## config.mk

```make
export PLATFORM = sky130hd
export DESIGN_NAME = wb_stage_controller
export DESIGN_NICKNAME = d
export VERILOG_FILES = /design/src/rtl/wb_stage_controller.sv
export SDC_FILE = /design/constraint.sdc
export NUM_CORES = 1
export LEC_CHECK = 0
export BUFFER_PORTS_ARGS = -buffer_cell sky130_fd_sc_hd__clkbuf_2
export CELL_PAD_IN_SITES_DETAIL_PLACEMENT = 0
export CELL_PAD_IN_SITES_GLOBAL_PLACEMENT = 1
export CORE_UTILIZATION = 34
export CTS_CLUSTER_DIAMETER = 120
export DETAILED_ROUTE_END_ITERATION = 8
export GPL_ROUTABILITY_DRIVEN = 0
export HOLD_SLACK_MARGIN = 0.05
export PLACE_DENSITY = 0.79
export SLEW_MARGIN = 10
export SYNTH_ARGS = -nofsm -noshare
export SYNTH_HDL_FRONTEND = slang
export SYNTH_SLANG_ARGS = --single-unit
```

## constraint.sdc

```tcl
create_clock -name clk -period 2.1 [get_ports clk]
set_clock_uncertainty 0.2 [all_clocks]
set_input_delay 0.21 -clock clk [delete_from_list [all_inputs] [get_ports clk]]
set_output_delay 0.21 -clock clk [all_outputs]
set_load 0.005 [all_outputs]
```

## src/rtl/wb_stage_controller.sv

```systemverilog
// ---------------------------------------------------------------------------
// wb_stage_controller
//
// Write-back stage sequencer. It accepts one instruction at a time, decodes
// the opcode and issues a single-cycle register-file write:
//   ADD (opcode 1) : writes the ALU result on the cycle after accept.
//   LW  (opcode 2) : waits for the load response and writes the load data on
//                    the cycle after the response arrives. If no response
//                    arrives within MEM_TIMEOUT cycles, the load is abandoned
//                    and timeout_err pulses.
//   other opcodes  : accepted and dropped. They cause no write.
//
// Ports
//   clk, rst_n                 clock and asynchronous active-low reset
//   in_valid / in_ready        instruction handshake (ready only in IDLE)
//   instr, alu_result          instruction word and its ALU result
//   mem_rsp_valid/_data        load response
//   rf_we, rf_waddr, rf_wdata  register-file write port
//   mem_alu_sel                1 = write data came from memory, 0 = from ALU
//   timeout_err                one-cycle pulse on the last unanswered cycle
//   wb_count                   saturating count of performed writes
// ---------------------------------------------------------------------------
module wb_stage_controller #(
    parameter int DATA_W             = 32,
    parameter int OPC_W              = 4,
    parameter int REG_AW             = 4,
    parameter int MEM_TIMEOUT        = 16,
    parameter bit ZERO_REG_HARDWIRED = 1'b1,
    parameter int CNT_W              = 16
) (
    input  logic              clk,
    input  logic              rst_n,
    input  logic              in_valid,
    output logic              in_ready,
    input  logic [DATA_W-1:0] instr,
    input  logic [DATA_W-1:0] alu_result,
    input  logic              mem_rsp_valid,
    input  logic [DATA_W-1:0] mem_rsp_data,
    output logic              rf_we,
    output logic [REG_AW-1:0] rf_waddr,
    output logic [DATA_W-1:0] rf_wdata,
    output logic              mem_alu_sel,
    output logic              timeout_err,
    output logic [CNT_W-1:0]  wb_count
);

    localparam int TMO_W = (MEM_TIMEOUT > 2) ? $clog2(MEM_TIMEOUT) : 1;
    localparam logic [TMO_W-1:0] TMO_LAST = TMO_W'(MEM_TIMEOUT - 1);
    localparam logic [OPC_W-1:0] OPC_ADD  = OPC_W'(1);
    localparam logic [OPC_W-1:0] OPC_LW   = OPC_W'(2);

    typedef enum logic [1:0] {
        IDLE,
        WAIT_MEM,
        WRITE
    } state_t;

    state_t state;
    state_t state_nxt;

    logic [OPC_W-1:0]  opcode;
    logic [REG_AW-1:0] rd;
    logic [REG_AW-1:0] rd_q;
    logic [TMO_W-1:0]  tmo_cnt;
    logic              accept;
    logic              tmo_hit;

    // The low instruction bits carry operands this stage does not use.
    logic unused_instr_bits;
    assign unused_instr_bits = ^instr[DATA_W-OPC_W-REG_AW-1:0];

    assign opcode   = instr[DATA_W-1 -: OPC_W];
    assign rd       = instr[DATA_W-OPC_W-1 -: REG_AW];
    assign in_ready = (state == IDLE);
    assign accept   = in_valid && in_ready;

    // A response on the final waiting cycle wins over the timeout.
    assign tmo_hit = (state == WAIT_MEM) && !mem_rsp_valid && (tmo_cnt == TMO_LAST);

    // The error pulse marks the last WAIT_MEM cycle itself, which is
    // MEM_TIMEOUT cycles after the accept.
    assign timeout_err = tmo_hit;

    // WRITE is always traversed. Only the enable is masked for the zero
    // register, so the timing is the same whatever rd is.
    assign rf_we = (state == WRITE) && !(ZERO_REG_HARDWIRED && (rf_waddr == '0));

    // NOTE: every combinational output gets a default before the case;
    // a path that leaves state_nxt unassigned would infer a latch.
    always_comb begin
        state_nxt = state;
        unique case (state)
            IDLE: begin
                if (accept && (opcode == OPC_ADD)) begin
                    state_nxt = WRITE;
                end else if (accept && (opcode == OPC_LW)) begin
                    state_nxt = WAIT_MEM;
                end
            end
            WAIT_MEM: begin
                if (mem_rsp_valid) begin
                    state_nxt = WRITE;
                end else if (tmo_hit) begin
                    state_nxt = IDLE;
                end
            end
            WRITE:   state_nxt = IDLE;
            default: state_nxt = IDLE;
        endcase
    end

    // NOTE: sequential state uses non-blocking assignments so that every
    // register samples the pre-edge values, whatever the statement order.
    always_ff @(posedge clk or negedge rst_n) begin
        if (!rst_n) begin
            state <= IDLE;
        end else begin
            state <= state_nxt;
        end
    end

    // The write-port registers change only when WRITE is entered, so they
    // hold their last value at all other times. mem_alu_sel also flips when
    // a load is accepted, because it names the source of the pending write.
    always_ff @(posedge clk or negedge rst_n) begin
        if (!rst_n) begin
            rd_q        <= '0;
            tmo_cnt     <= '0;
            rf_waddr    <= '0;
            rf_wdata    <= '0;
            mem_alu_sel <= 1'b0;
        end else begin
            unique case (state)
                IDLE: begin
                    if (accept && (opcode == OPC_ADD)) begin
                        rf_waddr    <= rd;
                        rf_wdata    <= alu_result;
                        mem_alu_sel <= 1'b0;
                    end else if (accept && (opcode == OPC_LW)) begin
                        rd_q        <= rd;
                        tmo_cnt     <= '0;
                        mem_alu_sel <= 1'b1;
                    end
                end
                WAIT_MEM: begin
                    if (mem_rsp_valid) begin
                        rf_waddr <= rd_q;
                        rf_wdata <= mem_rsp_data;
                    end else if (!tmo_hit) begin
                        tmo_cnt <= tmo_cnt + TMO_W'(1);
                    end
                end
                default: ;
            endcase
        end
    end

    always_ff @(posedge clk or negedge rst_n) begin
        if (!rst_n) begin
            wb_count <= '0;
        end else if (rf_we && (wb_count != {CNT_W{1'b1}})) begin
            wb_count <= wb_count + CNT_W'(1);
        end
    end

endmodule

```

**Yosys cells after proc, flatten, opt, wreduce, memory -nomap -nowiden**

Index checks and enable logic that the tools add are counted.

- Register bits: 63
- Bits of input ports: 100
- Output and inout bits: 56
- Logic and storage cells: 60

- Add/sub/neg operators: 2
- Equality and inequality tests: 14
- Muxes and demuxes: 18
- Bitwise gates (word level): 1
- Reduce and logical (&&, ||, !) cells: 18

Operators by type and width:

| cell | number |
|---|---|
| $mux 32 | 2 |
| $pmux 32 s2 | 1 |
| $mux 4 | 6 |
| $add 16x1->16 const B | 1 |
| $ne 16x16->1 const B | 1 |
| $pmux 4 s2 | 2 |
| $mux 2 | 4 |
| $ne 2x2->1 const B | 4 |
| $logic_and 1x1->1 | 7 |
| $reduce_and 3->1 | 2 |
| $reduce_and 5->1 | 1 |
| $add 4x1->4 const B | 1 |
| $eq 4x1->1 const B | 1 |
| $eq 4x2->1 const B | 1 |
| $eq 4x4->1 const B | 1 |
| $logic_not 4->1 | 1 |
| $ne 2x1->1 const B | 2 |
| $pmux 2 s2 | 1 |
| $reduce_and 2->1 | 2 |
| $reduce_bool 2->1 | 2 |
| $ne 3x1->1 const B | 1 |
| $ne 3x3->1 const B | 1 |
| $eq 2x1->1 const B | 1 |
| $eq 2x2->1 const B | 1 |
| 4 further kinds | 6 |

**Logic depth before layout (Yosys ltp)**

Gate-level depths: netlist (run 1).

- Word-level depth: 6
- Depth in mapped cells: 6
- Gate-level depth less buffers: 5

**Worst setup path before layout (run 1)**

OpenSTA, ideal clock, no wires.

- Path type: register -> register
- Start point: register wb_count[0]
- End point: register wb_count[1]
- Setup time: 125 ps
- Arrival: 1,417 ps
- Data required time: 1,775 ps
- Setup slack: 358 ps
- Cell stages (with the launch flop): 6
- Path buffers: 0
- Period minus slack after synthesis: 1,742 ps
- Cell sequence: dfrtp_1 -> ha_1 -> and4_1 -> nand3_1 -> o21ai_2 -> mux2_2

- Cells in the longest elaborated chain, start to end: 2
- Elaborated cells between the ends (all ways): 3
- Those cells by class: 1 x add/sub; 1 x eq/ne; 1 x reduce/logical

Ends and longest elaborated chain:

| item | RTL line | source |
|---|---|---|
| from (decl) | 44 | `output logic [CNT_W-1:0] wb_count` |
| from (signal assigned) | 162 | `wb_count <= wb_count + CNT_W'(1);` |
| parallel branches: the longest is 2 deep, another holds $add 16x1->16 | - |  |

Parallel ways; which one is timed is not known.
A chain may end at the register's enable or synchronous reset.

**Worst setup path after layout (run 1)**

- Start point: register rf_waddr[1]
- End point: output port rf_we

- Cells in the longest elaborated chain, start to end: 3

Ends and longest elaborated chain:

| item | RTL line | source |
|---|---|---|
| from (decl) | 40 | `output logic [REG_AW-1:0] rf_waddr,` |
| from (signal assigned) | 136 | `rf_waddr <= rd;` |
| from (signal assigned) | 147 | `rf_waddr <= rd_q;` |
| $logic_not 4->1 | 86 | `assign rf_we = (state == WRITE) && !(ZERO_REG_HARDWIRED && (rf_waddr == '0));` |
| $logic_not 1->1 | 86 |  |
| $logic_and 1x1->1 | 86 |  |
| to (decl) | 39 | `output logic rf_we,` |

Every way passes these cells.

==> run summary, run 1 <==
status: finished clean
Post-Syn Area: 0.00320 mm^2
n_diodes: 0
GRT Total Usage: 18.5%
CTS tree: built
Max Slew Vio Count: 0
Reg2Reg Setup Slack: 120 ps
Leakage: 0.00251 uW
combinational share of power: 26.2%
Detail Placement HPWL: 5420 um
DRT antenna net count: 0
final hold violation count: 0
TritonCTS Buffers: 9
predominant post-synthesis flop cell: dfrtp_1
DR vias/cell: 4.71
min-delay worst type: primary input to flop
count of cell types in the netlist: 40
Worst EP required: 1690 ps
clock slew at reported path FFs: 70 ps
number of nets in the layout: 633
P_sw: 1080 uW
final setup vio count: 0
CP Class: flop to output pin
die footprint: 0.00979 mm^2
reg2reg start: state[1]$_DFFE_PN0P_
CP Launch Type: flop
Die Span Y: 99.0 um
max-cap viol count: 0
largest net degree at the start of global routing: 47
min Tclk post-route: 1990 ps
register area share after synthesis: 49.3%
Slew HR: 57.3%
Reg-to-Reg End: mem_alu_sel$_DFFE_PN0P_
multi-input logic area: 0.00152 mm^2
Switching Share: 28.6%
worst setup path endpoint: rf_we
DRT iter0 DRCs: 100
count leader, synth: nand2_1
Tightest Pin Transition: 639 ps
Setup Buffers After CTS: 0
CP Cell Sequence: nor4_4 > nor2_4 > clkbuf_2
Port-buffer cells: 131
Mapped Cells: 317
final routed DRC violation total: 0
Reg area: 0.00158 mm^2
io pins: 156
setup TNS: 0 ps
Syn Nets: 419
Worst Path Arrival: 1580 ps
H-tree depth: 3
critical path's largest stage delay: 550 ps
EDFF count, synth: 0
Avg Cell Area, Syn: 10.1 um^2
R2R depth: 6
initial antenna violation count: 0
Clock Sinks: 63
synthesis-stage register bit count: 63
internal power: 2700 uW
DR vias: 3,049
asr flop ratio synth: 100%
sequential share of power: 46.2%
CP startpoint: rf_waddr[1]$_DFFE_PN0P_
Clk pwr share: 27.6%
Worst IR Drop VDD: 0.000337 V
Overflow after GRT: 0
global-route wire length before repair: 14,300 um
DR WL/cell: 13.3 um
area grow syn2layout: 55.3%
initial core utilization: 34.9%
vias in the first global route: 3,156
f_max: 0.503 GHz
Synth warnings: 0
Post-synth top cells: 112 x nand2_1, 63 x dfrtp_1, 39 x mux2_2, 12 x xnor2_1, 8 x inv_1
CP max FO: 9
RSZ-0062 raised after global routing: false
P per Cell Area: 763 mW/mm^2
Die W: 99.0 um
dpl cells: 558
non-filler cells, final: 647
Yosys top cell by area: dfrtp_1
hold depth: 4
# rows: 35
fillers: 813
clk_lat worst skew: 340 ps
Tcrit/Tclk final: 94.6%
endpoint class of the critical path: output pin
iteration count of the initial detailed-routing pass: 4
Clock Path Buffers: 2
CP max-delay cell: nor4_4
root buf cell: clkbuf_8
area of the core: 0.00915 mm^2
WL final: 8570 um
top cells by area, synth: dfrtp_1 49%, mux2_2 14%, nand2_1 13%
proportion of layout cells with a drive suffix above 1: 38.8%
post-synth top area share: 49.3%
==> area by class of cell <==
type / count / area share [%]
flip-flops and latches: 63 / 31.8
multi-input cells: 232 / 30.6
repair buffers: 217 / 30.4
clock buffers: 12 / 2.92
well taps: 111 / 2.80
clock inverters: 4 / 0.907
inverters: 8 / 0.605
==> cells by family (layout without fill, tap and decap cells) <==
family | after synthesis | in the layout | synth area share (%)
fa+ha+maj | 2 | 2 | 0.783
xor+xnor | 13 | 13 | 3.56
buf+inv | 22 | 241 | 3.87
mux | 43 | 43 | 15.1
simple gates | 151 | 151 | 22.5
compound gates | 23 | 23 | 4.93
flops | 63 | 63 | 49.3
==> worst max-delay path: cells and delay by family (launching register included) <==
family,cells,cell delay (ps)
buffers and inverters,1,140
and+or+nand+nor,2,680
DFF,1,420
==> per-stage QoR <==
| step | area (um^2) | hold WS [ps] | worst slack [ps] | utilization, % | total power [uW] |
|---|---|---|---|---|---|
| detailed placement | 4030 | -25.1 | 59.7 | 44.0 | 2650 |
| global placement | 4030 | -27.0 | 101 | 44.0 | 2610 |
| global route | 4960 | 72.3 | 4.67 | 54.2 | 4010 |
| CTS | 4950 | 57.9 | 37.0 | 54.0 | 3820 |
| finish | 4960 | 78.7 | 114 | 54.2 | 3790 |
| floorplan | 3200 | -286 | 358 | - | 2160 |
==> cells in the final DEF (no fill, tap or decap), types with 3 or more instances in the layout <==
cell,Yosys,layout
o21ai_0,3,3
a21oi_1,4,4
nand2_1,112,112
and3_1,6,6
a31oi_1,4,4
nor2_1,6,6
nand3_1,7,7
o2111ai_1,4,4
o211ai_1,6,6
buf_4,0,11
inv_1,8,8
mux2_2,39,39
dlygate4sd3_1,0,73
clkbuf_8,0,10
clkbuf_2,0,130
dfrtp_1,63,63
xnor2_1,12,12
clkinv_2,0,3
==> metal layers <==
| layer | global-route usage (%) | wire length [um] | vias to the layer above |
|---|---|---|---|
| met5 | 0 | 0 | - |
| met4 | 7.23 | 101 | 0 |
| met1 | 21.3 | 3620 | 1441 |
| met3 | 3.69 | 448 | 8 |
| li1 | - | - | 1504 |
| met2 | 33.6 | 4410 | 96 |
==> registers in the layout, indices dropped and copies added (netlist names) <==
| register | count |
|---|---|
| rf_wdata | 32 |
| tmo_cnt | 4 |
| wb_count | 16 |
| rd_q | 4 |
| mem_alu_sel | 1 |
| rf_waddr | 4 |
| state | 2 |
==> power by group through the flow <==
stage	registers, uW	logic (uW)	clock network (uW)
detailed placement	1770	877	0
finish	1750	991	1050
floorplan	1760	401	0
CTS	1750	989	1090
global placement	1750	862	0
global route	1790	1090	1130
==> what timing repair did <==
| item | 4_1_cts | 5_1_grt |
|---|---|---|
| hold buffers | 73 | 0 |
| setup endpoints to repair | 0 | 17 |
| endpoints found under the hold margin | 106 | 0 |
| gates resized for setup | 0 | 3 |
==> worst min-delay path by stage <==
stage | start | to | slack [ps]
2_1_floorplan | rst_n | mem_alu_sel$_DFFE_PN0P_ | -290
3_5_place_dp | rst_n | rf_wdata[3]$_DFFE_PN0P_ | -30
4_1_cts | instr[30] | mem_alu_sel$_DFFE_PN0P_ | 60
5_1_grt | instr[30] | mem_alu_sel$_DFFE_PN0P_ | 70
6_report | instr[30] | mem_alu_sel$_DFFE_PN0P_ | 80
3_3_place_gp | rst_n | rf_wdata[7]$_DFFE_PN0P_ | -30
No activity file was read; power rests on OpenSTA's default activity.
==> inputs of run 2 (changes only) <==
==> constraint.sdc (replaced) <==
create_clock -name clk -period 2.1 [get_ports clk]
set_clock_uncertainty 0.2 [all_clocks]
set_input_delay 0.21 -clock clk [delete_from_list [all_inputs] [get_ports clk]]
set_output_delay 0.21 -clock clk [all_outputs]
set_load 0.02 [all_outputs]
==> run 2 against run 1 <==
Global-route usage hardly changed; non-clock buffer count stayed put; critical path depth stayed put; routed wire length is 0.30% higher; sequential power hardly changed; power is 8.6% higher; final cell count stayed put; critical endpoint unchanged; via count is 0.39% higher; combinational power is 32% higher; cell area stayed put.
==> run summary, run 2 (synthesis results as in run 1) <==
number of nets in the layout: 633
clock slew at reported path FFs: 70 ps
Leakage: 0.00251 uW
global-route wire length before repair: 14,300 um
setup TNS: 0 ps
root buf cell: clkbuf_8
n_diodes: 0
Clock Sinks: 63
Reg2Reg Setup Slack: 120 ps
CP max FO: 9
DR vias/cell: 4.73
Slew HR: 57.3%
Clk pwr share: 25.5%
DR vias: 3,061
area of the core: 0.00915 mm^2
Die Span Y: 99.0 um
CP max-delay cell: nor4_4
R2R depth: 6
sequential share of power: 42.5%
Worst EP required: 1690 ps
WL final: 8600 um
Max Slew Vio Count: 0
CP Launch Type: flop
Worst Path Arrival: 1610 ps
CP Class: flop to output pin
final routed DRC violation total: 0
final instance area: 0.00496 mm^2
io pins: 156
endpoint class of the critical path: output pin
Setup Buffers After CTS: 0
Die W: 99.0 um
most frequent cells in the layout: 130 x clkbuf_2, 112 x nand2_1, 73 x dlygate4sd3_1
iteration count of the initial detailed-routing pass: 4
non-filler cells, final: 647
CP Cell Sequence: nor4_4 > nor2_4 > clkbuf_2
vias in the first global route: 3,160
min Tclk post-route: 2020 ps
hold depth: 4
H-tree depth: 3
largest registers: rf_wdata: 32 flops, wb_count: 16 flops
clk_lat worst skew: 340 ps
min-delay worst type: primary input to flop
dpl cells: 558
Tcrit/Tclk final: 96.4%
DR WL/cell: 13.3 um
area grow syn2layout: 55.3%
critical path's largest stage delay: 540 ps
Clock Path Buffers: 2
Top reg by flops: rf_wdata
DRT antenna net count: 0
Placed Area: 0.00403 mm^2
max-cap viol count: 0
GRT Total Usage: 18.5%
initial antenna violation count: 0
largest net degree at the start of global routing: 47
Worst IR Drop VDD: 0.000371 V
Buf/Inv on CP: 1
die footprint: 0.00979 mm^2
# rows: 35
most common cell after layout, fill and taps aside: clkbuf_2
CTS tree: built
initial core utilization: 34.9%
final hold violation count: 0
final setup vio count: 0
Port-buffer cells: 131
RSZ-0062 raised after global routing: true
TritonCTS Buffers: 9
Switching Share: 34.2%
DRT iter0 DRCs: 109
f_max: 0.494 GHz
P per Cell Area: 828 mW/mm^2
max reg flops: 32
proportion of layout cells with a drive suffix above 1: 38.8%
fillers: 813
Overflow after GRT: 0
combinational share of power: 32.0%
Tightest Pin Transition: 639 ps
status: finished clean
power consumption: 4110 uW
internal power: 2710 uW
P_sw: 1400 uW
Detail Placement HPWL: 5420 um
CP Depth: 3
crit-path leading delay family: simple AND/OR/NAND/NOR gates
run 2: final timing paths:
| check | from | to |
|---|---|---|
| min reg2reg | wb_count[7]$_DFFE_PN0P_ | wb_count[7]$_DFFE_PN0P_ |
| max | rf_waddr[1]$_DFFE_PN0P_ | rf_we |
| min | instr[30] | mem_alu_sel$_DFFE_PN0P_ |
| max in group asynchronous | rst_n | tmo_cnt[3]$_DFFE_PN0P_ |
| max reg2reg | state[1]$_DFFE_PN0P_ | mem_alu_sel$_DFFE_PN0P_ |
| min in group asynchronous | rst_n | rf_wdata[4]$_DFFE_PN0P_ |
run 2: layout make-up:
type / count / area, um^2 / area share, %
clock inverters: 4 / 45.0 / 0.907
clock buffers: 12 / 145 / 2.92
inverters: 8 / 30.0 / 0.605
well taps: 111 / 139 / 2.80
flip-flops and latches: 63 / 1580 / 31.8
repair buffers: 217 / 1510 / 30.4
multi-input cells: 232 / 1520 / 30.6
run 2: routing by layer:
| layer | routed length (um) | track usage [%] | part of all wire [%] | up-vias |
|---|---|---|---|---|
| met5 | 0 | 0 | 0 | - |
| met2 | 4420 | 33.6 | 51 | 97 |
| met4 | 100 | 7.23 | 1.2 | 0 |
| met3 | 453 | 3.69 | 5.3 | 8 |
| met1 | 3630 | 21.3 | 42 | 1452 |
| li1 | - | - | - | 1504 |
run 2: power by group through the flow:
| stage | clock network (uW) | logic (uW) | registers [uW] |
|---|---|---|---|
| 6_report | 1050 | 1310 | 1750 |
| 5_1_grt | 1130 | 1410 | 1790 |
| 4_1_cts | 1090 | 1310 | 1750 |
| 3_5_place_dp | 0 | 1200 | 1770 |
| 3_3_place_gp | 0 | 1180 | 1750 |
| 2_1_floorplan | 0 | 401 | 2080 |
run 2: worst reg2reg max path: cells and delay by family, from the launching register on:
kind | cells | cell delay, ps
AO/OA/AOI/OAI | 1 | 150
buffers and inverters | 2 | 740
flip-flops | 1 | 410
AND/OR/NAND/NOR | 3 | 370
run 2: repair_timing:
action                                  CTS  global route
gates resized for setup                   1             2
hold buffers                             73             0
endpoints found under the setup margin    1            16
hold endpoints to repair                106             0
run 2: through the flow:
step	hold WS (ps)	util, %	setup WS (ps)
CTS	57.9	54.1	37.0
floorplan	-286	-	227
global placement	-27.0	44.0	101
detailed placement	-25.1	44.0	59.7
global route	72.3	54.2	-26.9
finish	78.7	54.2	75.4
==> inputs of run 3 (changes only) <==
--- a/config.mk
+++ b/config.mk
@@ -8,12 +8,13 @@
 export BUFFER_PORTS_ARGS = -buffer_cell sky130_fd_sc_hd__clkbuf_2
 export CELL_PAD_IN_SITES_DETAIL_PLACEMENT = 0
 export CELL_PAD_IN_SITES_GLOBAL_PLACEMENT = 1
-export CORE_UTILIZATION = 34
+export CORE_UTILIZATION = 35
+export CTS_BUF_LIST = sky130_fd_sc_hd__clkbuf_4 sky130_fd_sc_hd__clkbuf_8
 export CTS_CLUSTER_DIAMETER = 120
 export DETAILED_ROUTE_END_ITERATION = 8
 export GPL_ROUTABILITY_DRIVEN = 0
 export HOLD_SLACK_MARGIN = 0.05
-export PLACE_DENSITY = 0.79
+export PLACE_DENSITY = 0.81
 export SLEW_MARGIN = 10
 export SYNTH_ARGS = -nofsm -noshare
 export SYNTH_HDL_FRONTEND = slang
==> run 3 against run 2 <==
Sequential share of layout area increased by 0.12 points; worst hold slack improved by 9.1 ps; critical endpoint is now timeout_err; utilization increased by 2.2 points; count of clock-buffer cells in the layout unchanged; register-to-register slack improved by 60 ps.
==> run summary, run 3 (synthesis results as in run 1) <==
root buf cell: clkbuf_8
Detail Placement HPWL: 5480 um
most frequent cells in the layout: 129 x clkbuf_2, 112 x nand2_1, 73 x dlygate4sd3_1
Worst EP required: 1690 ps
DR vias: 3,066
Die Span Y: 97.6 um
n_diodes: 0
max reg flops: 32
met3 GRT Util: 3.09%
global-route wire length before repair: 14,900 um
final setup vio count: 0
largest net degree at the start of global routing: 64
CP Launch Type: flop
setup TNS: 0 ps
TritonCTS Buffers: 9
DRT iter0 DRCs: 68
Most Used Layer, Global Route: met2
clock slew at reported path FFs: 70 ps
area grow syn2layout: 54.7%
hold depth: 4
Worst IR Drop VDD: 0.000449 V
iteration count of the initial detailed-routing pass: 4
met1 Use GR: 21.4%
min Tclk post-route: 2010 ps
P per Cell Area: 799 mW/mm^2
Reg2Reg Setup Slack: 180 ps
Top reg by flops: rf_wdata
die footprint: 0.00952 mm^2
Hold Path End: mem_alu_sel$_DFFE_PN0P_
hold path startpoint: instr[30]
Reg-to-Reg End: wb_count[1]$_DFFE_PN0P_
met2 usage: 36.1%
initial core utilization: 36.5%
Clock Path Buffers: 2
min-delay worst type: primary input to flop
final hold violation count: 0
final routed DRC violation total: 0
dpl cells: 554
initial antenna violation count: 0
vias in the first global route: 3,271
Die W: 97.6 um
R2R depth: 5
non-filler cells, final: 641
Overflow after GRT: 0
status: finished clean
Max Slew Vio Count: 0
Worst Setup Slack, final: 89.6 ps
Clock Sinks: 63
reg2reg start: wb_count[0]$_DFFE_PN0P_
WL final: 8600 um
proportion of layout cells with a drive suffix above 1: 39.2%
Leakage: 0.00250 uW
# rows: 34
DR WL/cell: 13.4 um
clk_lat worst skew: 330 ps
Tcrit/Tclk final: 95.7%
Setup WS pre-CTS: -67.4 ps
Slew HR: 54.6%
Worst Path Arrival: 1600 ps
DR vias/cell: 4.78
largest registers: rf_wdata: 32 flops, wb_count: 16 flops
io pins: 156
CTS tree: built
CP max FO: 21
Tightest Pin Transition: 680 ps
f_max: 0.497 GHz
most common cell after layout, fill and taps aside: clkbuf_2
Port-buffer cells: 131
H-tree depth: 3
number of nets in the layout: 632
area of the core: 0.00876 mm^2
endpoint class of the critical path: output pin
DRT antenna net count: 0
RSZ-0062 raised after global routing: false
GRT Total Usage: 19.5%
max-cap viol count: 0
CP Class: flop to output pin
## run 3: changes by cell type in the layout (fill, tap and decap cells not counted), sizes merged
| cell | previous run | this run |
|---|---|---|
| clkinv | 3 | 2 |
| bufinv | 1 | 0 |
| clkbuf | 142 | 141 |
## run 3: routing by layer
metal / share of wire, % / vias up
met3: 4.5 / 21
met1: 39 / 1457
li1: - / 1492
met4: 2.8 / 0
met5: 0 / -
met2: 53 / 96
## run 3: area by class of cell
cell class / count / area, um^2
fillers: 775 / 3820
flip-flops and latches: 63 / 1580
multi-input cells: 232 / 1530
repair buffers: 216 / 1520
clock buffers: 12 / 146
well taps: 108 / 135
inverters: 8 / 30.0
clock inverters: 2 / 10.0
## run 3: per-stage QoR
step / power, uW / hold slack [ps] / area (um^2) / util [%]
global route: 4200 / 123 / 4950 / 56.4
global placement: 2930 / 50.9 / 4010 / 45.8
floorplan: 2480 / -286 / 3200 / -
CTS: 3990 / 76.0 / 4920 / 56.1
finish: 3950 / 87.7 / 4950 / 56.4
detailed placement: 2970 / 55.5 / 4010 / 45.8
## run 3: critical path, stage by stage (launching register included)
cell and delay, ps:
dfrtp_1 420, buf_6 150, nand2b_2 200, buf_12 160
nor3_2 160, buf_4 170
## run 3: worst max path at each step
stage / start / to / slack, ps / cells after the start
after detailed placement: state[1]$_DFFE_PN0P_ / rf_wdata[22]$_DFFE_PN0P_ / -70 / 5
after global placement: state[1]$_DFFE_PN0P_ / rf_wdata[25]$_DFFE_PN0P_ / -40 / 5
after global routing: state[1]$_DFFE_PN0P_ / timeout_err / 10 / 5
final: state[1]$_DFFE_PN0P_ / timeout_err / 90 / 5
after floorplan: wb_count[0]$_DFFE_PN0P_ / wb_count[1]$_DFFE_PN0P_ / 230 / 5
after CTS: state[1]$_DFFE_PN0P_ / timeout_err / 6 / 5
## run 3: repair_timing
action                                  CTS  global route
hold endpoints to repair                106             0
resized for setup                         4             7
pin swaps                                 0             0
setup buffers                             0             0
hold buffers                             73             0
endpoints found under the setup margin   12             4
## run 3: where the power goes
| part | switching, uW | internal, uW |
|---|---|---|
| Combinational | 713 | 605 |
| Clock | 442 | 451 |
| Sequential | 214 | 1530 |
